File: src/rtl/i2c_target_pkg.sv
// rtl/i2c_target_pkg.sv - shared types and bus constants for I2C target blocks
package i2c_target_pkg;

   typedef enum logic [3:0] {
      ST_IDLE,
      ST_ADDR,
      ST_ADDR_ACK,
      ST_PTR,
      ST_PTR_ACK,
      ST_WDATA,
      ST_WDATA_ACK,
      ST_RDATA,
      ST_MACK,
      ST_WAIT_P
   } i2c_state_e;

   localparam logic [6:0] DEF_DEV_ADDR = 7'h48;
   localparam logic       RW_WRITE     = 1'b0;
   localparam logic       RW_READ      = 1'b1;
   localparam logic       ACK          = 1'b0;
   localparam logic       NACK         = 1'b1;

endpackage

File: src/rtl/i2c_line_sync.sv
// rtl/i2c_line_sync.sv - SCL/SDA synchronisers with registered edge and START/STOP strobes
module i2c_line_sync (
   input  logic clk,
   input  logic rst_n,
   input  logic scl,
   input  logic sda_in,
   output logic sda_sync,
   output logic scl_rise,
   output logic scl_fall,
   output logic start_det,
   output logic stop_det
);

   logic [1:0] scl_ff;
   logic [1:0] sda_ff;
   logic       scl_d;
   logic       sda_d;

   // Idle bus is high, so reset everything to 1 to avoid a false edge on release.
   always_ff @(posedge clk or negedge rst_n) begin
      if (!rst_n) begin
         scl_ff    <= 2'b11;
         sda_ff    <= 2'b11;
         scl_d     <= 1'b1;
         sda_d     <= 1'b1;
         scl_rise  <= 1'b0;
         scl_fall  <= 1'b0;
         start_det <= 1'b0;
         stop_det  <= 1'b0;
      end else begin
         scl_ff    <= {scl_ff[0], scl};
         sda_ff    <= {sda_ff[0], sda_in};
         scl_d     <= scl_ff[1];
         sda_d     <= sda_ff[1];
         scl_rise  <= scl_ff[1] & ~scl_d;
         scl_fall  <= ~scl_ff[1] & scl_d;
         start_det <= scl_ff[1] & scl_d & sda_d & ~sda_ff[1];
         stop_det  <= scl_ff[1] & scl_d & ~sda_d & sda_ff[1];
      end
   end

   assign sda_sync = sda_d;

endmodule

File: src/rtl/i2c_reg_target.sv
// rtl/i2c_reg_target.sv - oversampled I2C target serving a pointer-addressed multi-byte register bank
module i2c_reg_target
   import i2c_target_pkg::*;
#(
   parameter logic [6:0]                         DEV_ADDR  = DEF_DEV_ADDR,
   parameter int                                 NUM_REGS  = 4,
   parameter int                                 REG_BYTES = 2,
   parameter logic [NUM_REGS*REG_BYTES*8-1:0]    REG_INIT  = 64'h0000_0000_61A0_2720,
   parameter logic [NUM_REGS-1:0]                RO_MASK   = 4'b0001,
   localparam int                                PW        = $clog2(NUM_REGS),
   localparam int                                W         = 8*REG_BYTES
) (
   input  logic          clk,
   input  logic          rst_n,
   input  logic          scl,
   input  logic          sda_in,
   output logic          sda_oe,
   input  logic          hw_upd_en,
   input  logic [PW-1:0] hw_upd_idx,
   input  logic [W-1:0]  hw_upd_data,
   output logic          reg_wr_stb,
   output logic [PW-1:0] reg_wr_idx,
   output logic [W-1:0]  reg_wr_data,
   output logic          busy
);

   logic sda_sync, scl_rise, scl_fall, start_det, stop_det;

   i2c_line_sync u_sync (
      .clk       (clk),
      .rst_n     (rst_n),
      .scl       (scl),
      .sda_in    (sda_in),
      .sda_sync  (sda_sync),
      .scl_rise  (scl_rise),
      .scl_fall  (scl_fall),
      .start_det (start_det),
      .stop_det  (stop_det)
   );

   i2c_state_e    state;
   logic [2:0]    bit_cnt;
   logic [6:0]    shreg;
   logic          rw;
   logic [PW-1:0] ptr;
   logic [1:0]    byte_idx;
   logic [W-1:0]  shadow;
   logic [W-1:0]  txw;
   logic [W-1:0]  regs [NUM_REGS];

   logic [7:0]    rx_byte;
   logic [W-1:0]  sh_next;
   logic [W-1:0]  rd_cur;
   logic [PW-1:0] ptr_inc;
   logic          last_byte;

   assign rx_byte   = {shreg, sda_sync};
   assign sh_next   = (shadow << 8) | W'(rx_byte);
   assign last_byte = (byte_idx == 2'(REG_BYTES - 1));
   assign ptr_inc   = (32'(ptr) == NUM_REGS - 1) ? '0 : ptr + 1'b1;
   // The snapshot is taken only at bit 0 of byte 0, so a multi-byte read is atomic.
   assign rd_cur    = (bit_cnt == 3'd0 && byte_idx == 2'd0) ? regs[ptr] : txw;

   always_ff @(posedge clk or negedge rst_n) begin
      if (!rst_n) begin
         state       <= ST_IDLE;
         bit_cnt     <= '0;
         shreg       <= '0;
         rw          <= RW_WRITE;
         ptr         <= '0;
         byte_idx    <= '0;
         shadow      <= '0;
         txw         <= '0;
         sda_oe      <= 1'b0;
         busy        <= 1'b0;
         reg_wr_stb  <= 1'b0;
         reg_wr_idx  <= '0;
         reg_wr_data <= '0;
         for (int i = 0; i < NUM_REGS; i++) regs[i] <= REG_INIT[i*W +: W];
      end else begin
         reg_wr_stb <= 1'b0;
         if (hw_upd_en && RO_MASK[hw_upd_idx]) regs[hw_upd_idx] <= hw_upd_data;

         if (start_det) begin
            state    <= ST_ADDR;
            bit_cnt  <= '0;
            byte_idx <= '0;
            sda_oe   <= 1'b0;
            busy     <= 1'b1;
         end else if (stop_det) begin
            state    <= ST_IDLE;
            bit_cnt  <= '0;
            byte_idx <= '0;
            sda_oe   <= 1'b0;
            busy     <= 1'b0;
         end else if (scl_fall) begin
            case (state)
               ST_ADDR_ACK, ST_PTR_ACK, ST_WDATA_ACK: sda_oe <= ~ACK;
               ST_RDATA: begin
                  sda_oe <= ~rd_cur[W-1];
                  txw    <= rd_cur << 1;
               end
               default: sda_oe <= 1'b0;
            endcase
         end else if (scl_rise) begin
            case (state)
               ST_ADDR: begin
                  shreg   <= rx_byte[6:0];
                  bit_cnt <= bit_cnt + 1'b1;
                  if (bit_cnt == 3'd7) begin
                     if (rx_byte[7:1] == DEV_ADDR) begin
                        rw    <= rx_byte[0];
                        state <= ST_ADDR_ACK;
                     end else begin
                        state <= ST_WAIT_P;
                     end
                  end
               end
               ST_ADDR_ACK: begin
                  bit_cnt <= '0;
                  state   <= (rw == RW_READ) ? ST_RDATA : ST_PTR;
               end
               ST_PTR: begin
                  shreg   <= rx_byte[6:0];
                  bit_cnt <= bit_cnt + 1'b1;
                  if (bit_cnt == 3'd7) begin
                     if ({24'd0, rx_byte} < NUM_REGS) begin
                        ptr      <= rx_byte[PW-1:0];
                        byte_idx <= '0;
                        state    <= ST_PTR_ACK;
                     end else begin
                        state <= ST_WAIT_P;
                     end
                  end
               end
               ST_PTR_ACK, ST_WDATA_ACK: begin
                  bit_cnt <= '0;
                  state   <= ST_WDATA;
               end
               ST_WDATA: begin
                  shreg   <= rx_byte[6:0];
                  bit_cnt <= bit_cnt + 1'b1;
                  if (bit_cnt == 3'd7) begin
                     shadow <= sh_next;
                     state  <= ST_WDATA_ACK;
                     if (last_byte) begin
                        byte_idx <= '0;
                        ptr      <= ptr_inc;
                        if (!RO_MASK[ptr]) begin
                           regs[ptr]   <= sh_next;
                           reg_wr_stb  <= 1'b1;
                           reg_wr_idx  <= ptr;
                           reg_wr_data <= sh_next;
                        end
                     end else begin
                        byte_idx <= byte_idx + 1'b1;
                     end
                  end
               end
               ST_RDATA: begin
                  bit_cnt <= bit_cnt + 1'b1;
                  if (bit_cnt == 3'd7) state <= ST_MACK;
               end
               ST_MACK: begin
                  bit_cnt <= '0;
                  if (sda_sync == ACK) begin
                     state <= ST_RDATA;
                     if (last_byte) begin
                        byte_idx <= '0;
                        ptr      <= ptr_inc;
                     end else begin
                        byte_idx <= byte_idx + 1'b1;
                     end
                  end else begin
                     state <= ST_WAIT_P;
                  end
               end
               default: ;
            endcase
         end
      end
   end

endmodule

File: config.mk
export PLATFORM = sky130hd
export DESIGN_NAME = i2c_reg_target
export DESIGN_NICKNAME = d
export VERILOG_FILES = /design/src/rtl/i2c_target_pkg.sv /design/src/rtl/i2c_line_sync.sv /design/src/rtl/i2c_reg_target.sv
export SDC_FILE = /design/constraint.sdc
export NUM_CORES = 1
export LEC_CHECK = 0
export CAP_MARGIN = 20
export CELL_PAD_IN_SITES_DETAIL_PLACEMENT = 0
export CELL_PAD_IN_SITES_GLOBAL_PLACEMENT = 1
export CORE_MARGIN = 3
export CORE_UTILIZATION = 49
export DETAILED_ROUTE_END_ITERATION = 10
export PLACE_DENSITY_LB_ADDON = 0.1
export SETUP_SLACK_MARGIN = 0.05
export SLEW_MARGIN = 20
export SYNTH_ARGS = -nofsm -noshare
export SYNTH_HDL_FRONTEND = slang
export SYNTH_SLANG_ARGS = --single-unit
File: constraint.sdc
create_clock -name clk -period 3.5 [get_ports clk]
set_input_delay 0.35 -clock clk [delete_from_list [all_inputs] [get_ports clk]]
set_output_delay 0.35 -clock clk [all_outputs]
set_load 0.01 [all_outputs]
==> impl_metrics.env, run 1 <==
export IMPL_cts_root_buf="clkbuf_16"
export IMPL_power_share_switching_pct=26.4
export IMPL_place_inst=631
export IMPL_synth_top_area_cell="dfrtp_1"
export IMPL_dr_pass1_iters=5
export IMPL_globalplace_congestion=0.853
export IMPL_post_cts_setup_buffers=0
export IMPL_whs_path_depth=1
export IMPL_design_core_area_sq_um=12200
export IMPL_synth_flop_cell="dfrtp_1"
export IMPL_async_reset_ff_share_pct=100
export IMPL_peakVddDrop_uv=458
export IMPL_power_leakage_nw=3.43
export IMPL_critical_path_top_delay_family="simple AND/OR/NAND/NOR gates"
export IMPL_dieArea_sq_um=14000
export IMPL_synthTopCellsByCount="121 x dfrtp_1, 91 x mux2_2, 22 x a21oi_1, 20 x nor2_1, 18 x mux2i_1"
export IMPL_rsz0062_at_grt="false"
export IMPL_yosys_top_cells_area="dfrtp_1 49%, mux2_2 17%, dfstp_2 6.8%"
export IMPL_htree_levels=4
export IMPL_synth_edf_count=0
export IMPL_skew_ns=0.00437
export IMPL_ios=44
export IMPL_grt_overflow=0
export IMPL_pre_cts_ws_ns=0.979
export IMPL_grt_pass1_wl_um=21500
export IMPL_rr_endpoint="regs[7]"
export IMPL_clock_latency_ns=0.41
export IMPL_hold_viol_final=0
export IMPL_final_cells=664
export IMPL_n_antenna_cell=0
export IMPL_clkTransAtPathRegs_ns=0.06
export IMPL_cts_tree="yes"
export IMPL_worstPathRequired_ns=3.79
export IMPL_reg2regPathDepth=6
export IMPL_rr_startpoint="ptr[0]"
export IMPL_syn_nets=468
export IMPL_startpoint_type="flip-flop"
export IMPL_p_sw_mw=1.12
export IMPL_vias=3640
export IMPL_finalSetupTns_ns=0
export IMPL_cp_arrival_ns=2.83
export IMPL_final_antenna_net_count=0
export IMPL_first_global_vias=3958
export IMPL_worstMarginPinSlew_ns=0.791
export IMPL_slew_headroom_pct=46.9
export IMPL_drt_drc_violations_left=0
export IMPL_grt_max_degree=72
export IMPL_routedWlPerCell_um=19.2
export IMPL_syn_inst=438
export IMPL_final_area_sq_um=7400
export IMPL_crit_path_end_kind="flip-flop"
export IMPL_fmax_ghz=0.395
export IMPL_min_delay_start="sda_in"
export IMPL_power_total_mw=4.26
export IMPL_fp_dieW_um=118
export IMPL_yosysWarnings=0
export IMPL_drive_gt1_share_pct=37.5
export IMPL_crit_fanout=16
export IMPL_postLayoutSetupSlackWorst_ns=0.966
export IMPL_antenna_found_initial=0
export IMPL_p_per_area_nw_per_um2=576
export IMPL_dpl_instance_area_sq_um=6790
export IMPL_seqPwrFrac_pct=42.1
export IMPL_cts_resized=0
export IMPL_cp_startpoint="ptr[0]"
export IMPL_status="finished clean"
export IMPL_worst_path_buf_inv=1
export IMPL_io_buffer_count=43
export IMPL_holdBufCountCts=1
export IMPL_clkSinkCount=137
export IMPL_synth_cell_type_count=51
export IMPL_area_growth_pct=19.7
export IMPL_worstHoldPathType="input pin to flip-flop"
export IMPL_p_int_mw=3.14
export IMPL_num_rows=40
export IMPL_criticalPathCategory="flip-flop to flip-flop"
export IMPL_combPwrFrac_pct=15.4
export IMPL_p_clk_share_pct=42.5
export IMPL_ys_ff_latch=137
export IMPL_syn_cell_area_sq_um=6180
export IMPL_start_util_pct=50.8
export IMPL_routed_wl_um=12800
export IMPL_min_delay_worst_endpoint="u_sync.sda_ff[0]"
export IMPL_synth_yosys_seq_area_share_pct=55.8
export IMPL_ctsLongestPathBuffers=2
export IMPL_max_cap_violations=0
export IMPL_synth_avg_cell_area_sq_um=14.1
export IMPL_cts_buffers=17
export IMPL_synth_top_area_share_pct=49.0
export IMPL_vias_per_cell=5.48
export IMPL_finalCriticalPeriod_ns=2.53
export IMPL_r2r_slack_ns=0.97
export IMPL_worst_path_largest_cell_delay_ns=0.51
export IMPL_hpwl_um=8140
export IMPL_track_usage_pct=19.8
export IMPL_maxSlewViolCount=0
export IMPL_drt_initial_drc_count=236
export IMPL_die_y_um=118
export IMPL_nNetsFinal=513
export IMPL_slowest_stage="or3b_2"
export IMPL_crit_chain="inv_1, ha_1, or3b_2, nor4_4, nand2_2, mux2_2"
export IMPL_synth_most_common_cell="dfrtp_1"
export IMPL_period_share_pct=72.4
export IMPL_finalSetupViolations=0
## worst register-to-register path, cell delays in order, from the launching register on
cell and delay (ns):
dfrtp_1 0.35, inv_1 0.07, ha_1 0.20, or3b_2 0.51, nor4_4 0.48, nand2_2 0.40, mux2_2 0.40
## registers in the layout, indices dropped and copies added, names as in the netlist, 2 cells and up
signal	cells
u_sync.sda_ff	2
bit_cnt	3
byte_idx	2
reg_wr_idx	2
ptr	2
shadow	8
state	4
reg_wr_data	16
regs	64
u_sync.scl_ff	2
shreg	7
txw	15
## power groups by stage
stage	clock network, mW	registers [mW]	logic [mW]
floorplan	0	1.75	0.504
global placement	0	1.82	0.657
detailed placement	0	1.82	0.666
CTS	1.86	1.79	0.669
global route	1.93	1.81	0.720
finish	1.81	1.79	0.656
## per-stage QoR
step / util, % / hold slack [ns]
6_report: 60.8 / 0.349
5_1_grt: 60.8 / 0.340
4_1_cts: 60.8 / 0.328
3_5_place_dp: 55.8 / 0.349
3_3_place_gp: 55.8 / 0.346
2_1_floorplan: - / 0.0544
## worst max path at each step
stage,slack [ns],cells past startpoint,endpoint
after global placement,1.06,6,regs[16]
after detailed placement,0.98,6,regs[6]
after CTS,0.97,6,regs[7]
after global routing,0.83,4,ptr[1]
final,0.97,6,regs[7]
after floorplan,0.28,10,regs[35]
## final cells by class
| type | count | area [sq um] |
|---|---|---|
| Sequential cell | 137 | 3450 |
| Timing Repair Buffer | 51 | 507 |
| Fill cell | 936 | 4760 |
| Multi-Input combinational cell | 265 | 2590 |
| Clock inverter | 15 | 178 |
| Inverter | 11 | 41.3 |
| Tap cell | 168 | 210 |
| Clock buffer | 17 | 425 |
## logic make-up after synthesis
group | after synthesis | synth area share (%)
XOR/XNOR | 2 | 0.284
multiplexers | 135 | 27.8
AND/OR/NAND/NOR | 75 | 7.45
AO/OA/AOI/OAI | 46 | 4.72
adder cells (fa/ha/maj) | 7 | 1.42
buffers and inverters | 36 | 2.55
flip-flops | 137 | 55.8
## cells in the final DEF (no fill, tap or decap), types with 10 or more instances in the layout
cell,Yosys,final
a21oi_1,22,22
clkbuf_16,0,17
clkdlybuf4s50_1,0,42
dfrtp_1,121,121
dfstp_2,16,16
inv_1,11,11
mux2_2,91,91
mux2_4,10,10
mux2i_1,18,18
mux4_2,16,16
nor2_1,20,20
## layer usage
metal | wire length, um | part of all wire (%) | up-vias | track usage, %
met3 | 559 | 4.4 | 4 | 5.55
met2 | 5990 | 47 | 89 | 29.1
met1 | 6170 | 48 | 1862 | 29.2
met4 | 58 | 0.45 | 0 | 4.98
li1 | - | - | 1685 | -
met5 | 0 | 0 | - | 0
(Power assumes the default switching activity.)
==> run 2, diff against run 1 <==
==> constraint.sdc (replaced) <==
create_clock -name clk -period 2.5 [get_ports clk]
set_input_delay 0.25 -clock clk [delete_from_list [all_inputs] [get_ports clk]]
set_output_delay 0.25 -clock clk [all_outputs]
set_load 0.01 [all_outputs]
==> run 2 against run 1 <==
Compared with the run above:
- via count increased by 2.4%
- final cell count increased by 2.0%
- critical endpoint is now regs[3]
- routed wire length increased by 1.1%
- critical path depth decreased by 1
- global-route usage increased by 0.24 points
- clock power increased by 47%
- cell area increased by 1.8%
- sequential cell count unchanged
- die area unchanged
==> impl_metrics.env, run 2 (synthesis results as in run 1) <==
export IMPL_drive_gt1_share_pct=39.3
export IMPL_fin_util_pct=61.9
export IMPL_criticalPathCategory="flip-flop to flip-flop"
export IMPL_vias=3728
export IMPL_regMostFlops="regs"
export IMPL_worstMarginPinSlew_ns=0.490
export IMPL_dieArea_sq_um=14000
export IMPL_clock_latency_ns=0.43
export IMPL_max_cap_violations=0
export IMPL_num_rows=40
export IMPL_slew_headroom_pct=67.3
export IMPL_cts_tree="yes"
export IMPL_status="finished clean"
export IMPL_globalplace_congestion=0.877
export IMPL_routedWlPerCell_um=19.1
export IMPL_p_per_area_nw_per_um2=816
export IMPL_power_leakage_nw=3.52
export IMPL_finalSetupTns_ns=0
export IMPL_design_core_area_sq_um=12200
export IMPL_rr_startpoint="u_sync.scl_fall"
export IMPL_grt_pass1_wl_um=21700
export IMPL_dr_pass1_iters=4
export IMPL_rr_endpoint="regs[3]"
export IMPL_layout_commonest_cell="dfrtp_1"
export IMPL_min_delay_worst_endpoint="u_sync.sda_ff[0]"
export IMPL_area_growth_pct=21.9
export IMPL_clkSinkCount=137
export IMPL_die_y_um=118
export IMPL_htree_levels=4
export IMPL_nNetsFinal=526
export IMPL_ctsLongestPathBuffers=2
export IMPL_peakVddDrop_uv=468
export IMPL_fmax_ghz=0.429
export IMPL_finalSetupViolations=0
export IMPL_hpwl_um=8650
export IMPL_finalCriticalPeriod_ns=2.33
export IMPL_first_global_vias=3933
export IMPL_cts_root_buf="clkbuf_16"
export IMPL_grt_max_degree=53
export IMPL_min_delay_start="sda_in"
export IMPL_rsz0062_at_grt="false"
export IMPL_cts_buffers=17
export IMPL_drt_drc_violations_left=0
export IMPL_startpoint_type="flip-flop"
export IMPL_largest_register_ff_count=64
export IMPL_r2r_slack_ns=0.17
export IMPL_vias_per_cell=5.51
export IMPL_start_util_pct=50.8
export IMPL_final_antenna_net_count=0
export IMPL_cp_arrival_ns=2.64
export IMPL_routed_wl_um=12900
export IMPL_track_usage_pct=20.1
export IMPL_crit_fanout=21
export IMPL_grt_overflow=0
export IMPL_crit_path_end_kind="flip-flop"
export IMPL_pre_cts_ws_ns=0.180
export IMPL_worstHoldPathType="input pin to flip-flop"
export IMPL_period_share_pct=93.2
export IMPL_reg_top3="regs (64), reg_wr_data (16), txw (15)"
export IMPL_clkTransAtPathRegs_ns=0.06
export IMPL_ios=44
export IMPL_reg2regPathDepth=5
export IMPL_fp_dieW_um=118
export IMPL_postLayoutSetupSlackWorst_ns=0.169
export IMPL_skew_ns=0.0114
export IMPL_io_buffer_count=43
export IMPL_drt_initial_drc_count=246
export IMPL_n_antenna_cell=0
export IMPL_worstPathRequired_ns=2.81
export IMPL_mostFrequentLayoutCells="121 x dfrtp_1, 91 x mux2_2, 42 x clkdlybuf4s50_1"
export IMPL_antenna_found_initial=0
export IMPL_hold_viol_final=0
export IMPL_whs_path_depth=1
export IMPL_maxSlewViolCount=0
[run 2: cell types whose count changed in the layout (fill, tap and decap cells not counted)]
| cell | delta |
|---|---|
| nor2_2 | +1 |
| or3b_2 | -1 |
| clkbuf_8 | +1 |
| buf_4 | +13 |
| or3b_4 | +1 |
| clkinvlp_4 | -2 |
| clkinv_2 | -1 |
| inv_6 | +1 |
| nor2_1 | -1 |
| bufinv_16 | +1 |
[run 2: final cells by class]
| type | instances | area, sq um |
|---|---|---|
| Clock buffer | 18 | 439 |
| Sequential cell | 137 | 3450 |
| Timing Repair Buffer | 64 | 604 |
| Tap cell | 168 | 210 |
| Multi-Input combinational cell | 265 | 2590 |
| Clock inverter | 14 | 196 |
| Fill cell | 978 | 4630 |
| Inverter | 11 | 41.3 |
[run 2: per-layer routing]
metal  wire length, um  track usage (%)
met4               197             7.47
met5                 0                0
met3               501             4.64
met1              6350             29.6
met2              5870             28.9
[run 2: power breakdown]
group          total, mW  leakage, nW  switching [mW]  internal [mW]
Combinational      0.986         1.40           0.477          0.509
Sequential          2.50         1.82           0.152           2.35
Clock               2.66        0.303           0.962           1.70
[run 2: critical path, cell delays in order, from the launching register on]
cell and delay, ns:
dfrtp_1 0.42, or4b_1 0.61, nor4_4 0.29, buf_12 0.21, nand2_2 0.29, mux2_2 0.38
[run 2: how the worst max path moves through the flow]
stage,from,to,depth (start not counted)
3_5_place_dp,u_sync.scl_fall,regs[3],5
5_1_grt,u_sync.scl_fall,regs[26],5
2_1_floorplan,ptr[0],regs[35],10
3_3_place_gp,u_sync.scl_fall,regs[13],5
4_1_cts,u_sync.scl_fall,regs[3],5
6_report,u_sync.scl_fall,regs[3],5
[run 2: timing repair]
action                     4_1_cts  5_1_grt
hold endpoints to repair        41        0
hold buffers                     1        0
resized for setup                0        1
buffers inserted                 0        0
setup endpoints to repair        0        3
[run 2: stage by stage]
stage | total power [mW] | hold slack [ns] | cell area (sq um) | cells
after detailed placement | 3.54 | 0.229 | 6890 | 644
after CTS | 6.21 | 0.211 | 7530 | 677
after floorplan | 3.20 | -0.0456 | 6220 | 438
final | 6.15 | 0.224 | 7530 | 677
after global routing | 6.41 | 0.227 | 7530 | 677
after global placement | 3.52 | 0.226 | 6890 | 644
